--- src/rtl/pipe_stage_chain.sv ---
// Elastic DEPTH-stage register chain with per-stage valid bits, valid/ready
// back-pressure, bubble collapsing and a synchronous flush.
module pipe_stage_chain #(
  parameter int                 WIDTH     = 32,
  parameter int                 DEPTH     = 2,
  parameter logic [WIDTH-1:0]   RESET_VAL = '0
) (
  input  logic                         clk,
  input  logic                         rst,
  input  logic                         in_valid,
  output logic                         in_ready,
  input  logic [WIDTH-1:0]             in_data,
  output logic                         out_valid,
  input  logic                         out_ready,
  output logic [WIDTH-1:0]             out_data,
  input  logic                         flush,
  output logic [$clog2(DEPTH+1)-1:0]   count
);

  localparam int CW = $clog2(DEPTH+1);

  logic [DEPTH-1:0] vld;
  logic [WIDTH-1:0] dat [DEPTH];
  logic [DEPTH-1:0] en;

  // Ready chain walks from the output back toward the input: a stage may load
  // when it is empty or when everything ahead of it is also moving.
  always_comb begin
    logic chain;
    chain = out_ready;
    en    = '0;
    for (int k = DEPTH - 1; k >= 0; k--) begin
      chain = !vld[k] || chain;
      en[k] = chain;
    end
  end

  genvar gi;
  generate
    for (gi = 0; gi < DEPTH; gi++) begin : g_stage
      logic             up_vld;
      logic [WIDTH-1:0] up_dat;
      logic             vld_d, vld_q;
      logic [WIDTH-1:0] dat_d, dat_q;

      if (gi == 0) begin : g_head
        assign up_vld = in_valid;
        assign up_dat = in_data;
      end else begin : g_body
        assign up_vld = vld[gi-1];
        assign up_dat = dat[gi-1];
      end

      // Data only moves when a real entry arrives, so squashed or empty slots
      // keep their last payload.
      always_comb begin
        vld_d = vld_q;
        dat_d = dat_q;
        if (flush) begin
          vld_d = 1'b0;
        end else if (en[gi]) begin
          vld_d = up_vld;
          if (up_vld) begin
            dat_d = up_dat;
          end
        end
      end

      always_ff @(posedge clk or negedge rst) begin
        if (!rst) begin
          vld_q <= 1'b0;
          dat_q <= RESET_VAL;
        end else begin
          vld_q <= vld_d;
          dat_q <= dat_d;
        end
      end

      assign vld[gi] = vld_q;
      assign dat[gi] = dat_q;
    end
  endgenerate

  always_comb begin
    logic [CW-1:0] sum;
    sum = '0;
    for (int k = 0; k < DEPTH; k++) begin
      sum = sum + CW'(vld[k]);
    end
    count = sum;
  end

  assign in_ready  = en[0] && !flush;
  assign out_valid = vld[DEPTH-1] && !flush;
  assign out_data  = dat[DEPTH-1];

endmodule

--- config.mk ---
export PLATFORM = sky130hd
export DESIGN_NAME = pipe_stage_chain
export DESIGN_NICKNAME = d
export VERILOG_FILES = /design/src/rtl/pipe_stage_chain.sv
export SDC_FILE = /design/constraint.sdc
export NUM_CORES = 1
export LEC_CHECK = 0
export ABC_AREA = 1
export BUFFER_PORTS_ARGS = -buffer_cell sky130_fd_sc_hd__clkbuf_2
export CAP_MARGIN = 20
export CORE_UTILIZATION = 56
export DETAILED_ROUTE_END_ITERATION = 10
export HOLD_SLACK_MARGIN = 0.1
export PLACE_DENSITY = 0.83
export SETUP_SLACK_MARGIN = 0.05
export SYNTH_ARGS = -nofsm -noshare
export SYNTH_HDL_FRONTEND = slang
export SYNTH_SLANG_ARGS = --single-unit
--- constraint.sdc ---
create_clock -name clk -period 1.8 [get_ports clk]
set_input_delay 0.18 -clock clk [delete_from_list [all_inputs] [get_ports clk]]
set_output_delay 0.18 -clock clk [all_outputs]
set_load 0.005 [all_outputs]
==> results.yml <==
synth:
  synth-xor-area-share: 0
  synth_warnings: 0
  synth_cell_types: 14
  synth.avg_cell_area_um2: 9.23
  syn_area_um2: 2700
  syn-instance-count: 293
  synth_top_cell_area_share: 0.611
  synth_mux_area_frac: 0
  yosys.area_share.simple: 0.321
  synth_area_leader_cell: "dfrtp_1"
  synth_top_family_by_area: "simple AND/OR/NAND/NOR gates"
  synth_nets: 331
  ys_seq_area_frac: 0.611
  synth_seq_cells: 66
  yosys.area_share.adder: 0.00463
  synthTopCellsByArea: "dfrtp_1 (61%), nand2_1 (18%), nand3_1 (12%)"
  synth_compound_area_frac: 0.00370
clocking:
  clock_latency_ns: 0.34
  cts_setup_buffers: 0
  cts-root-buf: "clkbuf_8"
  cts.sinks: 66
  cts-buffers-inserted: 9
  clk_pin_slew_ns: 0.07
  cts_tree: "done"
  clk_path_buf_depth: 2
  cts_resized: 0
  htreeDepth: 3
floorplanning:
  die-area_um2: 5110
  rows: 24
  die_w_um: 71.5
  io_pins: 73
  initial_utilization: 0.600
  die_h_um: 71.5
  core_um2: 4500
timing:
  relSlewSlack: 0.619
  fin_crit_sh: 0.876
  hold_viol: 0
  setup_viol_count_final: 0
  tightest_slew_ns: 0.572
  setup_tns_ns: 0
  min_period_ns: 1.58
  max_clock_freq_mhz: 634
  grt_setup_unrepaired: "no"
  drv_slew: 0
  setup_ws_ns: 0.224
  finalClockSkew_ns: 0.00712
global_route:
  grt_overflow: 0
  grt_usage: 0.280
  use_met2: 0.443
  top_usage_layer: "met2"
  use_met1: 0.360
  antenna_found_initial: 0
  use_met3: 0.0520
  grt_max_degree: 33
  first_global_vias: 2404
  grt_pass1_wl_mm: 10.7
final_layout:
  final_nets: 430
  finalNonFillerCells: 449
  n_antenna_cell: 0
  area_growth_pct: 31.1
  fillerInstances: 306
  drive_above_1_share: 0.249
worst_setup_path:
  max_stage_delay_ns: 0.41
  r2r-end: "g_stage[0].dat_q[29]"
  r2r_cells: 4
  crit_chain: "nand3_2 -> nand2_1 -> inv_1 -> clkbuf_2"
  worstSetupStartpoint: "g_stage[1].vld_q"
  worst-path-max-fanout: 18
  worstPathArrival_ns: 1.40
  crit_end: "in_ready"
  r2r_slack_ns: 0.34
  critPathKind: "flip-flop to primary output"
  cp_slowest_cell: "dfrtp_1"
  reg2reg_from: "g_stage[1].vld_q"
  crit_path_end_kind: "primary output"
  startpoint_type: "flip-flop"
  required_ns: 1.62
detailed_routing:
  antenna_left: 0
  wirelength_mm: 6.54
  vias_per_cell: 5.37
  wl_per_cell_um: 14.6
  dr.first_iter.drc_count: 196
  remaining_drc_errors: 0
  vias: 2410
  drt_first_pass_iters: 4
flow_run:
  drv_cap: 0
place:
  dp_cells: 406
  io_buffers: 72
  place.gp.congestion: 0.835
  dp_hpwl_mm: 3.91
  place_ws_ns: 0.378
outcome:
  outcome: "completed"
worst_hold_path:
  hold_path_class: "primary input to flip-flop"
power:
  p_leak_nw: 2.00
  p_per_area_nw_per_um2: 1080
  ir_drop_mv: 0.666
[routing by layer]
metal  vias to the layer above  part of all wire
li1                       1137                 -
met1                      1152              0.42
met2                       101              0.50
met3                        20             0.046
met4                         0             0.035
met5                         -                 0
[final cells by class]
class | instances | area, um2 | area share
multi-input combinational | 203 | 890 | 0.251
clock inverter | 5 | 77.6 | 0.0219
clock buffer | 11 | 141 | 0.0399
timing repair buffer | 106 | 696 | 0.196
inverter | 6 | 22.5 | 0.00636
tap | 52 | 65.1 | 0.0184
sequential | 66 | 1650 | 0.466
[where the power goes]
group	internal [mW]	switching [mW]	leakage [nW]
registers	1.73	0.141	0.835
clock network	0.813	0.552	0.109
logic	0.284	0.325	1.06
total	2.83	1.02	2.00
[worst max-delay path: cells and delay by family (launching register included)]
kind,cells,cell delay [ns]
flops,1,0.41
simple gates,2,0.49
buf+inv,2,0.15
[Yosys cell counts]
cell type,count
nand3_2,1
nor2_4,2
dfrtp_1,66
a21oi_1,2
clkbuf_1,2
inv_1,6
nor2_1,1
buf_2,4
buf_6,6
ha_1,1
nand2_1,130
buf_4,6
nand2_4,2
nand3_1,64
[state kept, by name, indices dropped and copies added, names as in the netlist]
| register | flops |
|---|---|
| g_stage.dat_q | 32 |
| out_data | 32 |
| g_stage.vld_q | 2 |
[through the flow]
stage	util	power [mW]	hold slack, ns	cell area (um2)
3_3_place_gp	0.678	2.41	0.186	3050
6_report	0.787	3.84	0.104	3540
2_1_floorplan	-	2.15	-0.116	2700
4_1_cts	0.787	3.85	0.102	3540
5_1_grt	0.787	4.03	0.104	3540
3_5_place_dp	0.678	2.45	0.196	3050
[worst min-delay path by stage]
stage	startpoint	endpoint	slack [ns]	cells after the start
floorplan	rst	g_stage[0].dat_q[0]	-0.12	0
global placement	rst	out_data[2]	0.19	1
detailed placement	rst	out_data[2]	0.20	1
CTS	in_data[30]	g_stage[0].dat_q[30]	0.10	3
global route	in_data[30]	g_stage[0].dat_q[30]	0.10	3
finish	in_data[6]	g_stage[0].dat_q[6]	0.10	3
[cells in the final DEF, fill, tap and decap left out, drive strengths merged]
cell type	Yosys	final
nand2	132	132
nand3	65	65
bufinv	0	2
clkinv	0	2
clkbuf	2	82
a21oi	2	2
ha	1	1
clkinvlp	0	1
nor2	3	3
dlygate4sd3	0	27
buf	16	8
inv	6	6
dfrtp	66	66
[repair_timing]
| item | 4_1_cts | 5_1_grt |
|---|---|---|
| hold endpoints to repair | 48 | 0 |
| endpoints found under the setup margin | 0 | 0 |
| hold buffers | 27 | 0 |
[cell families after synthesis]
logic type / count (synthesis)
buf+inv: 24
flops: 66
compound gates: 2
simple gates: 200
fa+ha+maj: 1
Power figures use the tool's default switching activity.
